## src/rtl/ewb_multi.sv

```systemverilog
// Eviction write buffer: a FIFO of up to DEPTH dirty lines sitting between the
// L1 memory port and the next level. Evictions are absorbed and coalesced,
// reads that hit a buffered line are served locally, and lines drain to
// memory oldest-first once the port has been idle for DRAIN_DELAY cycles.
module ewb_multi #(
    parameter int unsigned DEPTH       = 4,
    parameter int unsigned LINE_W      = 256,
    parameter int unsigned ADDR_W      = 32,
    parameter int unsigned OFFSET_W    = 5,
    parameter int unsigned DRAIN_DELAY = 2
) (
    input  logic              clk,
    input  logic              rst,
    input  logic              ewb_read,
    input  logic              ewb_write,
    input  logic [ADDR_W-1:0] ewb_addr,
    input  logic [LINE_W-1:0] ewb_wdata,
    output logic [LINE_W-1:0] ewb_rdata,
    output logic              ewb_resp,
    output logic              ewb_full,
    output logic              ewb_empty,
    input  logic [LINE_W-1:0] line_o,
    output logic [LINE_W-1:0] line_i,
    input  logic              resp_o,
    output logic [ADDR_W-1:0] address_i,
    output logic              read_i,
    output logic              write_i
);

    localparam int unsigned TAG_W = ADDR_W - OFFSET_W;
    localparam int unsigned PTR_W = (DEPTH > 1) ? $clog2(DEPTH) : 1;
    localparam int unsigned CNT_W = $clog2(DEPTH + 1);
    localparam int unsigned DLY_W = 4;

    typedef enum logic [2:0] {
        S_IDLE    = 3'd0,
        S_RESP    = 3'd1,
        S_RD_MEM  = 3'd2,
        S_RD_DONE = 3'd3,
        S_DRAIN   = 3'd4
    } state_t;

    state_t             r_state;
    state_t             w_state_nxt;

    logic [TAG_W-1:0]   r_tag  [DEPTH];
    logic [LINE_W-1:0]  r_data [DEPTH];
    logic [DEPTH-1:0]   r_valid;
    logic [PTR_W-1:0]   r_head;
    logic [PTR_W-1:0]   r_tail;
    logic [CNT_W-1:0]   r_count;
    logic [DLY_W-1:0]   r_dly;

    logic               r_resp;
    logic               r_read;
    logic               r_write;
    logic               r_full;
    logic               r_empty;
    logic [ADDR_W-1:0]  r_addr;
    logic [LINE_W-1:0]  r_line;
    logic [LINE_W-1:0]  r_rdata;

    logic [TAG_W-1:0]   w_req_tag;
    logic               w_hit;
    logic [PTR_W-1:0]   w_hit_idx;
    logic               w_is_full;
    logic               w_do_ovw;
    logic               w_do_enq;
    logic               w_do_rhit;
    logic               w_do_deq;
    logic [DLY_W-1:0]   w_dly_nxt;
    logic [CNT_W-1:0]   w_count_nxt;
    logic               w_unused_ok;

    assign w_req_tag   = ewb_addr[ADDR_W-1:OFFSET_W];
    assign w_is_full   = (r_count == CNT_W'(DEPTH));
    assign w_unused_ok = ^ewb_addr[OFFSET_W-1:0];

    assign ewb_rdata = r_rdata;
    assign ewb_resp  = r_resp;
    assign ewb_full  = r_full;
    assign ewb_empty = r_empty;
    assign line_i    = r_line;
    assign address_i = r_addr;
    assign read_i    = r_read;
    assign write_i   = r_write;

    function automatic logic [PTR_W-1:0] ptr_inc(input logic [PTR_W-1:0] p);
        return (p == PTR_W'(DEPTH - 1)) ? '0 : p + PTR_W'(1);
    endfunction

    // Associative tag lookup; coalescing keeps it to at most one hit
    always_comb begin
        w_hit     = 1'b0;
        w_hit_idx = '0;
        for (int unsigned i = 0; i < DEPTH; i++) begin
            if (r_valid[i] && (r_tag[i] == w_req_tag)) begin
                w_hit     = 1'b1;
                w_hit_idx = PTR_W'(i);
            end
        end
    end

    // State register
    always_ff @(posedge clk) begin
        if (rst) r_state <= S_IDLE;
        else     r_state <= w_state_nxt;
    end

    // Next-state: writes beat reads, requests beat background drain
    always_comb begin
        w_state_nxt = r_state;
        case (r_state)
            S_IDLE: begin
                if (ewb_write) begin
                    w_state_nxt = (w_hit || !w_is_full) ? S_RESP : S_DRAIN;
                end else if (ewb_read) begin
                    w_state_nxt = w_hit ? S_RESP : S_RD_MEM;
                end else if ((r_count != '0) && (r_dly == DLY_W'(DRAIN_DELAY))) begin
                    w_state_nxt = S_DRAIN;
                end
            end
            S_RESP:    w_state_nxt = S_IDLE;
            S_RD_MEM:  if (resp_o) w_state_nxt = S_RD_DONE;
            S_RD_DONE: w_state_nxt = S_IDLE;
            S_DRAIN:   if (resp_o) w_state_nxt = S_IDLE;
            default:   w_state_nxt = S_IDLE;
        endcase
    end

    // Per-state actions on the buffer and the drain-delay counter
    always_comb begin
        w_do_ovw  = 1'b0;
        w_do_enq  = 1'b0;
        w_do_rhit = 1'b0;
        w_do_deq  = 1'b0;
        w_dly_nxt = r_dly;
        case (r_state)
            S_IDLE: begin
                if (ewb_write || ewb_read) begin
                    w_dly_nxt = '0;
                    if (ewb_write) begin
                        if (w_hit)           w_do_ovw = 1'b1;
                        else if (!w_is_full) w_do_enq = 1'b1;
                    end else if (w_hit) begin
                        w_do_rhit = 1'b1;
                    end
                end else if (r_count != '0) begin
                    if (r_dly != DLY_W'(DRAIN_DELAY)) w_dly_nxt = r_dly + DLY_W'(1);
                end else begin
                    w_dly_nxt = '0;
                end
            end
            S_DRAIN: begin
                if (resp_o) begin
                    w_do_deq  = 1'b1;
                    w_dly_nxt = '0;
                end
            end
            default: ;
        endcase
        w_count_nxt = r_count;
        if (w_do_enq)      w_count_nxt = r_count + CNT_W'(1);
        else if (w_do_deq) w_count_nxt = r_count - CNT_W'(1);
    end

    // Control registers, pointers and registered port outputs
    always_ff @(posedge clk) begin
        if (rst) begin
            r_valid <= '0;
            r_head  <= '0;
            r_tail  <= '0;
            r_count <= '0;
            r_dly   <= '0;
            r_resp  <= 1'b0;
            r_read  <= 1'b0;
            r_write <= 1'b0;
            r_full  <= 1'b0;
            r_empty <= 1'b1;
            r_addr  <= '0;
            r_line  <= '0;
            r_rdata <= '0;
        end else begin
            r_dly   <= w_dly_nxt;
            r_count <= w_count_nxt;
            r_full  <= (w_count_nxt == CNT_W'(DEPTH));
            r_empty <= (w_count_nxt == '0);
            r_resp  <= (w_state_nxt == S_RESP) || (w_state_nxt == S_RD_DONE);
            r_read  <= (w_state_nxt == S_RD_MEM);
            r_write <= (w_state_nxt == S_DRAIN);
            if (w_do_enq) begin
                r_valid[r_tail] <= 1'b1;
                r_tail          <= ptr_inc(r_tail);
            end
            if (w_do_deq) begin
                r_valid[r_head] <= 1'b0;
                r_head          <= ptr_inc(r_head);
            end
            if (w_do_rhit) begin
                r_rdata <= r_data[w_hit_idx];
            end else if ((r_state == S_RD_MEM) && resp_o) begin
                r_rdata <= line_o;
            end
            if ((r_state == S_IDLE) && (w_state_nxt == S_RD_MEM)) begin
                r_addr <= {w_req_tag, {OFFSET_W{1'b0}}};
            end
            if ((r_state == S_IDLE) && (w_state_nxt == S_DRAIN)) begin
                r_addr <= {r_tag[r_head], {OFFSET_W{1'b0}}};
                r_line <= r_data[r_head];
            end
        end
    end

    // Line storage; contents are only meaningful where the valid bit is set
    always_ff @(posedge clk) begin
        if (w_do_enq) begin
            r_tag[r_tail]  <= w_req_tag;
            r_data[r_tail] <= ewb_wdata;
        end
        if (w_do_ovw) begin
            r_data[w_hit_idx] <= ewb_wdata;
        end
    end

endmodule

```

## config.mk

```make
export PLATFORM = sky130hd
export DESIGN_NAME = ewb_multi
export DESIGN_NICKNAME = d
export VERILOG_FILES = /design/src/rtl/ewb_multi.sv
export SDC_FILE = /design/constraint.sdc
export NUM_CORES = 2
export LEC_CHECK = 0
export CELL_PAD_IN_SITES_DETAIL_PLACEMENT = 1
export CELL_PAD_IN_SITES_GLOBAL_PLACEMENT = 1
export CORE_AREA = 2 2 426 428
export CTS_BUF_LIST = sky130_fd_sc_hd__clkbuf_4 sky130_fd_sc_hd__clkbuf_8 sky130_fd_sc_hd__clkbuf_16
export CTS_CLUSTER_DIAMETER = 40
export DETAILED_ROUTE_END_ITERATION = 12
export DIE_AREA = 0 0 428 430
export GPL_TIMING_DRIVEN = 1
export PLACE_DENSITY_LB_ADDON = 0.1
export SYNTH_ARGS = -nofsm -noshare
export SYNTH_HDL_FRONTEND = slang
export SYNTH_SLANG_ARGS = --single-unit
```

## constraint.sdc

```tcl
create_clock -name clk -period 32.1 [get_ports clk]
set_input_delay 4.815 -clock clk [delete_from_list [all_inputs] [get_ports clk]]
set_output_delay 4.815 -clock clk [all_outputs]
set_load 0.005 [all_outputs]
```

Yosys cells after proc, flatten, opt, wreduce, memory -nomap -nowiden

Memories as Yosys holds them, arrays and structs flattened. A register that Yosys moved wholly into a read port is not among the register bits.
Index checks and enable logic that the tools add are counted.
W data, S select, Z words.

Flip-flop bits (word level): 306
Latch bits: 0
Bits in writable memories: 1132
ROM bits: 0
Input bits: 549
Output and inout port bits: 549
Logic and storage cells: 125
Memories: 2

Add/subtract/negate cells: 5
$mul: 0
Div/mod/pow operators: 0
$lt $le $gt $ge: 4
Eq/ne operators: 18
Shift operators: 0
Mux-type cells: 58
Bitwise operators: 3
Reduce and logical (&&, ||, !) cells: 22

Memory list:

| memory | words | width | read ports | clocked after Yosys merged registers in | wr ports | RTL line | RTL |
|---|---|---|---|---|---|---|---|
| r_data | 4     | 256   | 2          | 1                                       | 1        | 47       | `logic [LINE_W-1:0] r_data [DEPTH];` |
| r_tag  | 4     | 27    | 5          | 1                                       | 1        | 46       | `logic [TAG_W-1:0] r_tag [DEPTH];` |

Operators with widths:

| operator              | number |
|---|---|
| $mux W256             | 3 |
| $reduce_or A256 Y1    | 1 |
| $eq A27 B27 Y1        | 4 |
| $mux W32              | 2 |
| $mux W4               | 7 |
| $mux W1               | 26 |
| $mux W3               | 8 |
| $mux W2               | 8 |
| $eq A3 B3 Y1 const B  | 4 |
| $logic_and A1 B1 Y1   | 10 |
| $eq A3 B2 Y1 const B  | 3 |
| $pmux W3 S3           | 1 |
| $pmux W4 S2           | 1 |
| $logic_not A3 Y1      | 2 |
| $lt A2 B3 Y1 const B  | 2 |
| $reduce_bool A2 Y1    | 3 |
| $add A2 B1 Y2 const B | 2 |
| $add A4 B1 Y4 const B | 1 |
| $and A4 B4 Y4         | 1 |
| $demux W1 S2          | 2 |
| $eq A2 B2 Y1 const B  | 2 |
| $eq A4 B2 Y1 const B  | 1 |
| $ge A2 B1 Y1 const B  | 2 |
| $ne A4 B2 Y1 const B  | 1 |
| 11 further kinds      | 13 |

Depth between registers and ports, before layout

An unclocked memory read counts as a cell.

Depth in word-level cells: 15
Gate-level depth with buffers: 12
Mapped depth without buffers: 9

Worst setup path before layout

Ideal clock, no wire load.

Path kind: input to register
From: input ewb_addr[10]
To: memory r_data[2][0] (enable)
Arrival time: 17.446 ns
Slack: 13.776 ns
Stages on the path: 10
Buffers on the path: 3
Cells stage by stage: clkbuf_1 xor2_1 nor4b_1 nand3_1 nor4_4 clkbuf_1 clkbuf_1 a21oi_1 o21a_1 nor2_1

Longest elaborated chain between the ends: 14

Ends and longest elaborated chain:

| what                                                       | RTL line | RTL |
|---|---|---|
| start: declaration                                         | 16       | `input logic [ADDR_W-1:0] ewb_addr,` |
| $eq A27 B27 Y1                                             | 97       | `if (r_valid[i] && (r_tag[i] == w_req_tag)) begin` |
| $logic_and A1 B1 Y1                                        | 97       |  |
| $mux W1 (4 in series)                                      | 97       |  |
| $mux W1                                                    | 143      | `if (w_hit) w_do_ovw = 1'b1;` |
| $mux W1                                                    | 142      | `if (ewb_write) begin` |
| $mux W1                                                    | 140      | `if (ewb_write \|\| ewb_read) begin` |
| $mux W1                                                    | 138      | `case (r_state)` |
| $mux W1                                                    | 220      | `if (w_do_ovw) begin` |
| $mux W1 (implied by the code)                              | 221      | `r_data[w_hit_idx] <= ewb_wdata;` |
| $reduce_or A256 Y1 (no source line)                        | --       |  |
| $mux W2 (no source line) / $mux W1 (equally long branches) | --       |  |
| end: declaration                                           | 47       |  |

Parallel ways exist; a longest one is shown, timed or not.

Worst setup path in the final report

From: input ewb_addr[22]
To: register r_line[104], in the netlist line_i[104] (read register of r_data)

Longest elaborated chain between the ends: 12

Ends and longest elaborated chain:

| what                                                 | RTL line | RTL |
|---|---|---|
| $eq A27 B27 Y1                                       | 97       |  |
| $logic_and A1 B1 Y1                                  | 97       |  |
| $mux W1 (3 in series)                                | 97       |  |
| $mux W1 (*)                                          | 97       |  |
| $mux W2 / $logic_or A1 B1 Y1 (equally long branches) | 118, 116 |  |
| $mux W3, on equally long branches                    | 117, 116 |  |
| $mux W3 (*)                                          | 115      | `if (ewb_write) begin` |
| $pmux W3 S3 (*)                                      | 113      | `case (r_state)` |
| $eq A3 B3 Y1 (*)                                     | 207      | `if ((r_state == S_IDLE) && (w_state_nxt == S_DRAIN)) begin` |
| $logic_and A1 B1 Y1 (*)                              | 207      |  |
| end: declaration                                     | 60       | `logic [LINE_W-1:0] r_line;` |

Every way passes the cells marked *; elsewhere a longest branch is shown, timed or not.
A chain may end at the register's enable or synchronous reset.

==> metrics.log <==
INFO  metric total_switching_power = 1.34 mW
INFO  metric critical_path_class = primary input to flip-flop
INFO  metric maxSlewHeadroom = 0.230
INFO  metric root_buffer = clkbuf_16
INFO  metric place.gp.congestion = 0.853
INFO  metric routed-via-count = 51500
INFO  metric mappedNetlistArea = 0.0718 mm^2
INFO  metric synth_top_flop_cell = edfxtp_1
INFO  metric timing.final.crit_share = 0.349
INFO  metric cts_repair_resize_count = 0
INFO  metric post-synth-top-area-cell = edfxtp_1
INFO  metric cp_data_arrival_time = 12.03 ns
INFO  metric drcViolationCount = 0
INFO  metric reg2reg_slack = 25.14 ns
INFO  metric vias_in_the_first_global_route = 53900
INFO  metric cts.reportedPaths.clkPinSlew = 0.06 ns
INFO  metric initial_antenna_violation_count = 94
INFO  metric holdPathStages = 2
INFO  metric cell_int_power = 4.62 mW
INFO  metric fmax = 89.2 MHz
INFO  metric timing.hold.worst.class = flip-flop to flip-flop
INFO  metric p_total = 5.96 mW
INFO  metric detail_route.iter0.violations = 3427
INFO  metric synth-edff-count = 1132
INFO  metric postSynth.asyncResetShare = 0
INFO  metric initial_core_util = 0.400
INFO  metric unrepaired_setup_endpoints_after_global_routing = no
INFO  metric final-max-slew-violation-count = 0
INFO  metric cts-buffers-inserted = 295
INFO  metric final.setup.tns = 0 ns
INFO  metric placement.setup.worst_slack = 19.98 ns
INFO  metric post-synth-top-area-fraction = 0.473
INFO  metric fp.dieH = 430 um
INFO  metric synth.ff_latch_count = 1696
INFO  metric setup_viol = 0
INFO  metric timing.final.ws_setup = 20.89 ns
INFO  metric post_synth_most_frequent_cells = edfxtp_1 (1132), a211oi_1 (751), dfxtp_1 (564), nand2_1 (533), a21oi_1 (519)
INFO  metric clock-skew-final = 0.0370 ns
INFO  metric postCtsHoldBufs = 0
INFO  metric fp-row-count = 156
INFO  metric finalHoldViolations = 0
INFO  metric power_frac_comb = 0.063
INFO  metric yosysUniqueCellTypes = 55
INFO  metric core_area = 0.180 mm^2
INFO  metric worstSkewPairLatency = 0.91 ns
INFO  metric cts_max_level = 5
INFO  metric wl_per_cell = 29.1 um
INFO  metric timing.critical_path.fanout_max = 67
INFO  metric outcome = finished clean
INFO  metric areaGrowthSynthToFinish = 31.4%
INFO  metric layout_cells_sized_above_1 = 0.134
INFO  metric ys_seq_area_frac = 0.630
INFO  metric p_per_area = 63.1 mW/mm^2
INFO  metric routed_wl = 264000 um
INFO  metric tightest_slew = 1.16 ns
INFO  metric post_cts.repair.setup_buffers = 0
INFO  metric tritoncts = done
INFO  metric p_leak = 30.0 nW
INFO  metric globalRouteOverflowTotal = 0
INFO  metric dp_hpwl = 168000 um
INFO  metric detailedRoute.firstPassIterationCount = 5
INFO  metric io_count = 1098
INFO  metric cts_num_sinks = 1696
INFO  metric p_clk_frac = 0.524
INFO  metric mean_syn_cell_area = 13.3 um^2
INFO  metric io_buffers = 1087
INFO  metric swShare = 0.224
INFO  metric max-clock-path-buffers = 4
INFO  metric worst_setup_sp_type = primary input
INFO  metric worst_r2r_path_depth = 11
INFO  metric synthCells = 5409
INFO  metric p_seq_frac = 0.413
INFO  metric setup.worst_path.end_class = flip-flop
INFO  metric synthMostInstantiatedCell = edfxtp_1
INFO  metric grt_max_degree = 158
INFO  metric viasPerCell = 5.69
INFO  metric max-cap-violations = 0
INFO  metric synth_warnings = 0
INFO  metric final_net_count = 6959
INFO  metric design.die.area = 0.184 mm^2
INFO  metric track_usage = 0.279
INFO  metric fin_worst_hold_slack = 0.448 ns
INFO  metric final_critical_path_time_including_i_o_delays_and_setup = 11.21 ns
INFO  metric ant_nets = 0
INFO  metric worst-endpoint-required = 32.92 ns
INFO  metric ys_top_cells_by_area = edfxtp_1 (47%), dfxtp_1 (16%), mux4_2 (8.9%)
INFO  metric grt_pass1_wl = 380000 um
INFO  metric die_width = 428 um
INFO  metric max_ir_drop_vdd = 0.0438 mV
-- flip-flops by register name (all words and copies together) (netlist names), 2 cells and up, named ones only --
signal     count
r_tag        108
r_state        3
r_count        3
line_i       256
r_tail         2
r_dly          4
r_data      1024
r_head         2
ewb_rdata    256
address_i     27
r_valid        4
-- routing by layer --
metal  GRT usage  up-vias  part of all wire
met2       0.468     1491              0.50
met5           0        -            0.0013
met3      0.0675      551             0.056
met4       0.164       52             0.053
li1            -    22800                 -
met1       0.326    26600              0.39
-- cell usage in the layout (no fill, tap or decap), types with 17 or more instances in the layout --
cell type / instances
buf_4: 74
inv_6: 17
xnor2_1: 66
nor4_1: 30
mux4_2: 283
clkinv_4: 20
clkinvlp_4: 27
clkinv_2: 39
nand4_1: 35
nor2_1: 308
clkbuf_4: 33
dfxtp_1: 560
a21oi_1: 519
mux2i_1: 259
xor2_1: 45
clkinv_1: 20
a222oi_1: 23
clkbuf_16: 303
clkdlybuf4s50_1: 1086
nand2_1: 532
bufinv_16: 25
edfxtp_1: 1132
a211oi_1: 751
and2_1: 251
clkbuf_8: 30
diode_2: 56
-- kinds of logic (layout without fill, tap and decap cells) --
group                      count (synthesis)  count (layout)  synth area share
buffers and inverters                    491            1698            0.0294
xor gates and xnor gates                 111             111            0.0135
muxes                                    542             542             0.125
other                                      1              61         0.0000522
DFF                                     1696            1696             0.630
AOI/OAI and AO/OA                       1334            1334             0.122
and+or+nand+nor                         1221            1221            0.0772
adders and majority gates                 13              13           0.00226
-- worst paths after layout --
path                                  from                       end
setup / recovery              ewb_addr[22]  line_i[104]$_SDFFE_PP0P_
hold / removal    line_i[165]$_SDFFE_PP0P_  line_i[165]$_SDFFE_PP0P_
setup reg to reg    r_tag[2][17]$_DFFE_PP_  line_i[104]$_SDFFE_PP0P_
hold reg to reg   line_i[165]$_SDFFE_PP0P_  line_i[165]$_SDFFE_PP0P_
-- critical path, stage by stage --
cell	delay (ns)
clkdlybuf4s50_1	0.63
xnor2_1	0.52
nand4_1	0.24
nor4_1	0.75
nand2_4	0.62
nand3b_1	0.96
o22a_4	0.89
buf_4	0.79
buf_4	0.54
buf_4	0.69
nand2_1	0.16
a21oi_1	0.18
-- power groups by stage --
stage | Clock [mW] | Combinational (mW) | Sequential (mW)
3_3_place_gp | 0 | 0.372 | 2.50
2_1_floorplan | 0 | 0.176 | 2.52
4_1_cts | 3.17 | 0.380 | 2.46
6_report | 3.12 | 0.376 | 2.46
5_1_grt | 3.27 | 0.402 | 2.47
3_5_place_dp | 0 | 0.377 | 2.50
-- cell type report --
cell class	instances	area, um^2
fill	17800	85300
sequential	1696	45300
multi-input combinational	3226	24600
timing repair buffer	1168	11600
clock buffer	366	8240
tap	2370	2970
clock inverter	154	1620
antenna	56	140
inverter	10	37.5
-- stage by stage --
step | utilization | area, um^2 | std cells
6_report | 0.525 | 94400 | 9046
5_1_grt | 0.525 | 94400 | 9039
4_1_cts | 0.524 | 94300 | 8990
3_5_place_dp | 0.470 | 84400 | 8470
3_3_place_gp | 0.470 | 84400 | 8470
2_1_floorplan | - | 71900 | 5413
(Power assumes the default switching activity.)
